## config.mk

```make
export PLATFORM = sky130hd
export DESIGN_NAME = operand_bypass
export DESIGN_NICKNAME = d
export VERILOG_FILES = /design/src/rtl/operand_bypass.sv
export SDC_FILE = /design/constraint.sdc
export NUM_CORES = 1
export LEC_CHECK = 0
export CORE_AREA = 3 3 200 202
export DETAILED_ROUTE_END_ITERATION = 6
export DIE_AREA = 0 0 203 205
export HOLD_SLACK_MARGIN = 0.03
export MAX_ROUTING_LAYER = met4
export PLACE_DENSITY = 0.77
export SLEW_MARGIN = 25
export SYNTH_ARGS = -nofsm -noshare
export SYNTH_HDL_FRONTEND = slang
export SYNTH_SLANG_ARGS = --single-unit
```

## constraint.sdc

```tcl
create_clock -name clk -period 3.3 [get_ports clk]
set_input_delay 0.33 -clock clk [delete_from_list [all_inputs] [get_ports clk]]
set_output_delay 0.33 -clock clk [all_outputs]
set_load 0.02 [all_outputs]
```

## src/rtl/operand_bypass.sv

```systemverilog
// Operand bypass: per-register in-flight writer scoreboard, EX/MEM/WB
// forward selection for the two decode sources, hazard stall generation
// and the registered ID/EX operand boundary.
//
// Handshake: decode offers an instruction with id_valid; it is taken
// (issue) in a cycle where id_valid=1, stall_req=0, stall=0 and flush=0.
// op_valid marks that op1/op2 hold the operands of an instruction
// issued on the previous accepted edge.
module operand_bypass #(
  parameter int NREG = 32,
  parameter int XLEN = 64,
  parameter int CNTW = 2,
  localparam int AW = $clog2(NREG)
) (
  input  logic            clk,
  input  logic            reset,
  input  logic            stall,
  input  logic            flush,
  input  logic            id_valid,
  input  logic [AW-1:0]   id_rs1,
  input  logic [AW-1:0]   id_rs2,
  input  logic [AW-1:0]   id_rd,
  input  logic            id_regwrite,
  input  logic [XLEN-1:0] rf_rdata1,
  input  logic [XLEN-1:0] rf_rdata2,
  input  logic            fwd_ex_valid,
  input  logic [AW-1:0]   fwd_ex_dst,
  input  logic [XLEN-1:0] fwd_ex_data,
  input  logic            fwd_mem_valid,
  input  logic [AW-1:0]   fwd_mem_dst,
  input  logic [XLEN-1:0] fwd_mem_data,
  input  logic            fwd_wb_valid,
  input  logic [AW-1:0]   fwd_wb_dst,
  input  logic [XLEN-1:0] fwd_wb_data,
  input  logic            commit_valid,
  input  logic [AW-1:0]   commit_dst,
  output logic            stall_req,
  output logic            op_valid,
  output logic [XLEN-1:0] op1,
  output logic [XLEN-1:0] op2,
  output logic [15:0]     hazard_cycles,
  output logic            dbg_wait
);

  typedef enum logic {RUN = 1'b0, WAIT = 1'b1} state_e;

  localparam logic [CNTW-1:0] CNT_MAX = {CNTW{1'b1}};

  state_e          state_q, state_d;
  logic [CNTW-1:0] cnt_q [NREG];
  logic [CNTW-1:0] cnt_d [NREG];
  logic [NREG-1:0] inc_vec, dec_vec;
  logic            op_valid_q, op_valid_d;
  logic [XLEN-1:0] op1_q, op1_d, op2_q, op2_d;
  logic [15:0]     hz_q, hz_d;
  logic [XLEN:0]   res1, res2;
  logic            rdy1, rdy2, rd_full, issue;

  // Returns {hit, data}: youngest forward entry wins, then the register file.
  function automatic logic [XLEN:0] resolve(
    input logic [AW-1:0]   s,
    input logic [XLEN-1:0] rf,
    input logic            exv,
    input logic [AW-1:0]   exd,
    input logic [XLEN-1:0] exx,
    input logic            mmv,
    input logic [AW-1:0]   mmd,
    input logic [XLEN-1:0] mmx,
    input logic            wbv,
    input logic [AW-1:0]   wbd,
    input logic [XLEN-1:0] wbx
  );
    logic [XLEN:0] r;
    if (s == '0)                  r = {1'b0, {XLEN{1'b0}}};
    else if (exv && exd == s)     r = {1'b1, exx};
    else if (mmv && mmd == s)     r = {1'b1, mmx};
    else if (wbv && wbd == s)     r = {1'b1, wbx};
    else                          r = {1'b0, rf};
    return r;
  endfunction

  // Source resolution, readiness and the combinational hazard stall.
  always_comb begin
    res1 = resolve(id_rs1, rf_rdata1, fwd_ex_valid, fwd_ex_dst, fwd_ex_data,
                   fwd_mem_valid, fwd_mem_dst, fwd_mem_data,
                   fwd_wb_valid, fwd_wb_dst, fwd_wb_data);
    res2 = resolve(id_rs2, rf_rdata2, fwd_ex_valid, fwd_ex_dst, fwd_ex_data,
                   fwd_mem_valid, fwd_mem_dst, fwd_mem_data,
                   fwd_wb_valid, fwd_wb_dst, fwd_wb_data);
    rdy1      = (id_rs1 == '0) || (cnt_q[id_rs1] == '0) || res1[XLEN];
    rdy2      = (id_rs2 == '0) || (cnt_q[id_rs2] == '0) || res2[XLEN];
    rd_full   = id_regwrite && (id_rd != '0) && (cnt_q[id_rd] == CNT_MAX);
    stall_req = id_valid && (!rdy1 || !rdy2 || rd_full);
    issue     = id_valid && !stall_req && !stall && !flush;
  end

  // Per-register increment (issue) and decrement (commit) requests.
  always_comb begin
    inc_vec = '0;
    dec_vec = '0;
    if (issue && id_regwrite && id_rd != '0) inc_vec[id_rd] = 1'b1;
    if (commit_valid && !stall && commit_dst != '0 && cnt_q[commit_dst] != '0)
      dec_vec[commit_dst] = 1'b1;
  end

  // Scoreboard next state; flush wipes every pending writer.
  always_comb begin
    for (int r = 0; r < NREG; r++) begin
      cnt_d[r] = cnt_q[r];
      if (flush)                          cnt_d[r] = '0;
      else if (inc_vec[r] && !dec_vec[r]) cnt_d[r] = cnt_q[r] + CNTW'(1);
      else if (dec_vec[r] && !inc_vec[r]) cnt_d[r] = cnt_q[r] - CNTW'(1);
    end
  end

  // FSM next state: mirrors stall_req on unstalled cycles.
  always_comb begin
    state_d = state_q;
    if (flush)       state_d = RUN;
    else if (!stall) state_d = stall_req ? WAIT : RUN;
  end

  // ID/EX operand register and hazard counter next state.
  always_comb begin
    op_valid_d = op_valid_q;
    op1_d      = op1_q;
    op2_d      = op2_q;
    if (flush) begin
      op_valid_d = 1'b0;
    end else if (!stall) begin
      op_valid_d = issue;
      if (issue) begin
        op1_d = res1[XLEN-1:0];
        op2_d = res2[XLEN-1:0];
      end
    end
    hz_d = (stall_req && hz_q != 16'hFFFF) ? hz_q + 16'd1 : hz_q;
  end

  // State registers, cleared asynchronously by reset.
  always_ff @(posedge clk or negedge reset) begin
    if (!reset) begin
      state_q    <= RUN;
      op_valid_q <= 1'b0;
      op1_q      <= '0;
      op2_q      <= '0;
      hz_q       <= '0;
      for (int r = 0; r < NREG; r++) cnt_q[r] <= '0;
    end else begin
      state_q    <= state_d;
      op_valid_q <= op_valid_d;
      op1_q      <= op1_d;
      op2_q      <= op2_d;
      hz_q       <= hz_d;
      for (int r = 0; r < NREG; r++) cnt_q[r] <= cnt_d[r];
    end
  end

  assign op_valid      = op_valid_q;
  assign op1           = op1_q;
  assign op2           = op2_q;
  assign hazard_cycles = hz_q;
  assign dbg_wait      = (state_q == WAIT);

endmodule

```

==> summary.md <==
| Metric | Value |
|---|---|
| Post-synth cell types | `67` |
| Gp weighted congestion | `just over 1` |
| GRT Total Usage | `between 30 and 40%` |
| Synth Warn # | `0` |
| Placed Area | `roughly 0.022 mm²` |
| Pleak | `between 9 and 10 nW` |
| Synth top area share | `roughly 34%` |
| Commonest non-fill, non-tap cell in the layout | `clkdlybuf4s50_1` |
| Post-Syn Instances | `roughly 1800` |
| Post-placement cell count | `about 2800` |
| Worst slew margin | `a little over a third` |
| Routed Antenna Nets | `0` |
| Reg2reg start | `cnt_q[0]$_DFFE_PN0P_` |
| Initial core utilization | `between 40% and 50%` |
| Cell Pwr Density | `453 mW/mm²` |
| CP Capture Type | `register` |
| Hold WC Path Type | `input port to asynchronous set/reset pin` |
| CP Data Required Time | `3.74 ns` |
| Crit Path Class | `register to register` |
| Core ar. | `0.0385 mm²` |
| Placement row count | `72` |
| Worst path max stage delay | `roughly 0.58 ns` |
| DRT iter0 DRCs | `approximately 1500` |
| Antenna violations before repair | `44` |
| Synthesis-to-layout area growth | `49.4%` |
| Measured slew at the worst slew-check pin | `0.970 ns` |
| Dpl hpwl | `~60000 µm` |
| Failing checks | `DRC` |
| Final period utilization | `a little over nine tenths` |
| Crit path cell chain | `nor2_1 -> mux4_2 -> a32oi_1 -> nand4b_1 -> nor3_4 -> buf_4 -> buf_4 -> or4b_4 -> buf_12 -> o31ai_1` |
| Post-synth EDFFs | `0` |
| Number of global-route vias before repair | `between 15000 and 20000` |
| Slowest CP cell | `or4b_4` |
| Area of the mapped netlist | `0.0155 mm²` |
| Worst r2r dst | `op2[9]$_DFFE_PN0P_` |
| Reg2reg setup slack | `roughly 0.094 ns` |
| CP Depth | `10` |
| MaxCap Viol Count | `0` |
| Largest net degree at the start of global routing | `134` |
| Main synth FF type | `dfrtp_1` |
| Vias per cell | `around 6.0` |
| Routed WL | `between 70000 and 80000 µm` |
| Reg2reg path depth | `10` |
| Area contributors post-synth | `dfrtp_1 (34%), mux2i_1 (9.1%), a211oi_1 (6.6%)` |
| First-pass GRT wire length | `111000 µm` |
| Sequential-to-total area share from yosys stat | `between 30% and 40%` |
| Layout cell share with drive strength beyond 1 | `between 10% and 20%` |
| Crit path launch type | `register` |
| Chip height | `205 µm` |
| Final slew viol count | `0` |
| TritonRoute pass-1 iters | `7` |
| Vias post-DR | `about 17000` |
| Cell mode on critical path | `buf_4` |
| # IOs | `between 500 and 600` |
| Max IR drop VDD | `roughly 380 µV` |
| Root Driver | `clkbuf_16` |
| CP Buf/Inv Count | `3` |
| Total global routing overflow | `0` |
| Post-route minimum period | `3.21 ns` |
| Fillers | `3340` |
| CP arrival | `3.64 ns` |
| Post-route cell area | `0.0231 mm²` |
| CP delay by family, top | `simple AND/OR/NAND/NOR gates` |
| Yosys reg bits | `between 200 and 250` |
| Hold violation total from the final report | `0` |
| Post-synth ARST share | `100%` |
| Yosys top cell by area | `dfrtp_1` |
| Run status | `finished, violations left` |
| Clk_lat worst skew | `roughly 0.55 ns` |
| Number of setup violations in the final report | `0` |
| Overall power | `around 0.010 W` |
| Most frequent cells in the layout | `clkdlybuf4s50_1 (507), dfrtp_1 (208), nor2_1 (190)` |
| Critical path peak fanout | `roughly 130` |
| Layout net count | `2672` |
| Wire per inst | `26.8 µm` |
| Clock Skew | `about 0.018 ns` |
| Setup TNS | `0 ns` |
| TritonCTS clock tree | `done` |
| Clock transition at path regs | `0.06 ns` |
| DIE AREA | `between 0.04 and 0.05 mm²` |
| Clock Path Buffers | `3` |
| Mean Syn Cell Area | `8.83 µm²` |
| DRC viols | `8` |
| # H-tree levels | `1` |
| Port bufs | `between 500 and 600` |
| Final std cells w/o fill | `roughly 2900` |
| Die X | `around 200 µm` |
| FMAX | `312 MHz` |
| Synth Net Count | `between 2000 and 2500` |
| Clock sink total | `210` |
| Inserted Clock Buffers | `26` |
## power by group
group          switching, W  leakage [nW]  internal (W)  total [W]
Combinational       0.00202          5.87       0.00186    0.00388
Clock               0.00119         0.459       0.00195    0.00314
Sequential         0.000361          2.75       0.00308    0.00344
Total               0.00357          9.08       0.00690     0.0105
## area by class of cell
| class | count | area (µm²) | area share, % |
|---|---|---|---|
| diodes | 40 | 100 | 0.433 |
| clock buffers | 37 | 783 | 3.39 |
| clock inverters | 10 | 155 | 0.671 |
| inverters | 10 | 37.5 | 0.162 |
| multi-input cells | 1370 | 9460 | 40.9 |
| flip-flops and latches | 210 | 5260 | 22.7 |
| well taps | 518 | 648 | 2.80 |
| repair buffers | 688 | 6670 | 28.9 |
## cells in the mapped netlist (4+ instances only)
cell,number
nand3b_1,7
or4_1,5
dfrtp_1,210
nand4_1,6
o32ai_1,8
o2111ai_1,7
nor3_1,35
nor2_1,190
mux2i_1,141
and3_1,11
or3_1,15
mux4_2,37
xnor2_1,25
nand2_1,184
inv_1,10
buf_2,28
buf_6,23
o221ai_1,6
a21boi_0,8
nor4b_1,5
clkbuf_1,104
o211ai_1,8
nor4_1,41
a21oi_1,150
o41ai_1,4
o211a_1,6
a311oi_1,4
xor2_1,40
o21ai_0,19
nand3_1,25
buf_1,4
mux2_2,5
nand2b_1,18
o31ai_2,36
o21ai_1,67
o311ai_0,6
o31ai_1,47
nor2b_1,14
a211oi_1,135
o31a_1,7
## state kept, by name, indices dropped and copies added, names as in the netlist
| register | flops |
|---|---|
| cnt_q | 64 |
| dbg_wait | 1 |
| hazard_cycles | 16 |
| op1 | 64 |
| op2 | 64 |
| op_valid | 1 |
## timing repair
action	in CTS	in global routing
hold buffers	1	0
endpoints found under the setup margin	2	14
buffers inserted	2	0
hold endpoints to repair	70	0
gates resized for setup	4	11
pin swaps	3	4
## routing by layer
metal  GRT usage [%]  wire (µm)  vias to the layer above  part of all wire [%]
met3            13.5       9380                      159                    12
met5               -          0                        -                     0
met4            10.9       2480                        0                   3.2
met1            46.1      30700                     8375                    40
met2            54.6      34700                     1057                    45
li1                -          -                     7726                     -
## cells by family after synthesis
| logic type | after synthesis | share of synthesized area (%) |
|---|---|---|
| and+or+nand+nor | 578 | 17.4 |
| AOI/OAI and AO/OA | 543 | 24.4 |
| DFF | 210 | 34.0 |
| muxes | 183 | 14.9 |
| buffers and inverters | 172 | 5.59 |
| xor gates and xnor gates | 65 | 3.68 |
| adders and majority gates | 1 | 0.0809 |
## worst max-delay path by stage
stage | slack, ns | start | endpoint
floorplan | 0.45 | id_rd[0] | op2[24]$_DFFE_PN0P_
global placement | -0.37 | commit_dst[1] | cnt_q[52]$_DFFE_PN0P_
detailed placement | -0.41 | commit_dst[1] | cnt_q[52]$_DFFE_PN0P_
CTS | 0.009 | id_rd[0] | stall_req
global route | -0.005 | cnt_q[32]$_DFFE_PN0P_ | op2[5]$_DFFE_PN0P_
finish | 0.09 | cnt_q[0]$_DFFE_PN0P_ | op2[9]$_DFFE_PN0P_
## metrics by stage
step           util (%)  hold slack (ns)  worst slack (ns)
4_1_cts            59.7            0.330           0.00930
5_1_grt            60.1            0.349          -0.00531
2_1_floorplan         -           0.0344             0.454
3_3_place_gp       57.2            0.368            -0.375
3_5_place_dp       57.2            0.351            -0.409
6_report           60.1            0.344            0.0938
(Power assumes the default switching activity.)
==> edit: new RTL, same settings <==
`op2_q` no longer has a reset.
--- a/src/rtl/operand_bypass.sv
+++ b/src/rtl/operand_bypass.sv
@@ -143,17 +143,19 @@
       state_q    <= RUN;
       op_valid_q <= 1'b0;
       op1_q      <= '0;
-      op2_q      <= '0;
       hz_q       <= '0;
       for (int r = 0; r < NREG; r++) cnt_q[r] <= '0;
     end else begin
       state_q    <= state_d;
       op_valid_q <= op_valid_d;
       op1_q      <= op1_d;
-      op2_q      <= op2_d;
       hz_q       <= hz_d;
       for (int r = 0; r < NREG; r++) cnt_q[r] <= cnt_d[r];
     end
+  end
+
+  always_ff @(posedge clk) begin
+    op2_q <= op2_d;
   end
 
   assign op_valid      = op_valid_q;
Formal check against the unedited RTL: not equivalent (a bounded check fails within 4 cycles, from zero or initial values and one cycle with reset low).
==> edit against the unedited design <==
  * Synthesized cell count is 7.5% lower
  * Total power down 6.1%
  * Design area barely moved
  * Sequential cell count is the same
  * Setup slack worse by 0.014 ns
  * Final cell count is 4.8% lower
  * Register-to-register slack improved by 0.04 ns
  * Die area unchanged
  * Wire length shrank 1.8%
  * Critical path type is now input pin to primary output
  * Synthesized area down 1.4%
  * Highest routed layer unchanged
==> edit: results (changes against the unedited design) <==
stage,metric,value,unit,change
placed_design,Cells after DPL,2668,,-4.5%
global_routing,global router's overall resource usage,0.359,,-0.00507
placed_design,Post-DP HPWL,58.3,mm,-3.2%
critical_path,Worst EP arrival,2.89,ns,-0.75 ns
final_layout,inverters,21,,+11
critical_path,Worst path top cell family by delay,buffers and inverters,,
power_and_ir_drop,Peak VDD IR,0.000424,V,+13%
synthesis,asr flop ratio synth,0.695,,-0.305
global_routing,met2 usage,0.532,,-0.0141
power_and_ir_drop,switching share of power,0.313,,-0.0282
route,"wirelength, routed",75.8,mm,-1.8%
final_layout,fill count,3240,,-3.0%
placed_design,Placed Area,22000,sq um,-0.14%
final_layout,Buffers excl. clock,666,,-3.2%
outcome,status,finished clean,,
final_layout,clkbuf count,34,,-8.1%
clock_network,clk_lat worst skew,0.58,ns,+0.03 ns
final_layout,multi-input gate count,1255,,-8.4%
final_layout,nets,2547,,-4.7%
route,met3 WL,9.90,mm,+5.5%
synthesis,Adder-Cell Fraction of Synth Area,0.000820,,+0.0000112
placed_design,dpl ws,-0.373,ns,+0.0360 ns
global_routing,vias in the first global route,16200,,-1.4%
final_layout,multi-input combinational area share,0.393,,-0.0162
synthesis,largest cells by area after synthesis,"dfrtp_1, edfxtp_1, mux2i_1, nor2_1, a21oi_1",,
placed_design,GPL Wtd Cong,1.04,,+0.18%
route,drt pass-1 iters,6,,-1
final_layout,layout cells sized above 1,0.144,,+0.00205
route,M1 WL,28.9,mm,-5.6%
final_layout,Reg area,5590,sq um,+6.3%
clock_network,CTS buffer count,27,,+3.8%
global_routing,largest net degree at the start of global routing,129,,-3.7%
critical_path,critical path's largest stage delay,0.53,ns,-0.05 ns
global_routing,met1 usage,0.445,,-0.0162
route,WL per Instance,27.6,um,+3.1%
synthesis,most common library cells after synthesis,"nor2_1, a21oi_1, dfrtp_1, mux2i_1, clkbuf_1",,
final_layout,Final Cell Area,23100,sq um,about the same
synthesis,library cells used by synthesis,70,,+4.5%
synthesis,syn_nets,1987,,-6.2%
final_layout,non-clk buf share,0.286,,-0.00251
clock_network,CTS Root Buffer Type,clkbuf_16,,
route,First DRT Iteration DRCs,1605,,+3.7%
synthesis,mux cell area share after synthesis,0.186,,+0.0373
synthesis,Post-synth EDFFs,64,,+64
synthesis,register area share after synthesis,0.365,,+0.0257
global_routing,first-pass GRT wire length,109,mm,-1.8%
route,WL met2,33.2,mm,-4.3%
critical_path,slowest CP cell,clkdlybuf4s50_1,,
global_routing,met3 usage,0.131,,-0.00381
final_layout,n_diodes,26,,-35%
global_routing,initial antenna violation count,26,,-41%
route,Vias/cell,5.96,,-0.71%
timing,Layout Skew,0.0338,ns,+0.0155 ns
synthesis,Synth Area in Compound Gates,0.171,,-0.0738
final_layout,clk tree area frac,0.0441,,+0.00350
synthesis,instance count of the mapped netlist,1621,,-7.5%
power_and_ir_drop,Leakage,8.87,nW,-2.3%
critical_path,Max Fanout on Critical Path,13,,-90%
timing,Worst slew margin,0.366,,+0.0125
==> edit: worst paths after layout <==
check                         start   endpoint  slack, ns  cells past startpoint
setup / recovery           id_rd[0]  stall_req       0.08                     10
max in group asynchronous     reset  cnt_q[16]       2.08                      3
hold reg to reg             op1[48]    op1[48]       0.49                      1
min in group clk              stall   op_valid       0.48                      3
setup reg to reg           cnt_q[2]   cnt_q[7]       0.13                     10
hold / removal                reset  cnt_q[33]       0.33                      2
==> edit: timing repair <==
action,CTS,global route
hold buffers,1,0
endpoints found under the setup margin,1,1
pin swaps,0,2
gates resized for setup,7,7
buffers inserted,0,1
hold endpoints to repair,62,0
==> edit: power by group through the flow <==
stage          Sequential, W  Clock [W]  Combinational [W]
3_5_place_dp         0.00334          0            0.00307
5_1_grt              0.00334    0.00356            0.00325
6_report             0.00331    0.00341            0.00311
2_1_floorplan        0.00372          0           0.000868
4_1_cts              0.00330    0.00345            0.00309
3_3_place_gp         0.00333          0            0.00303
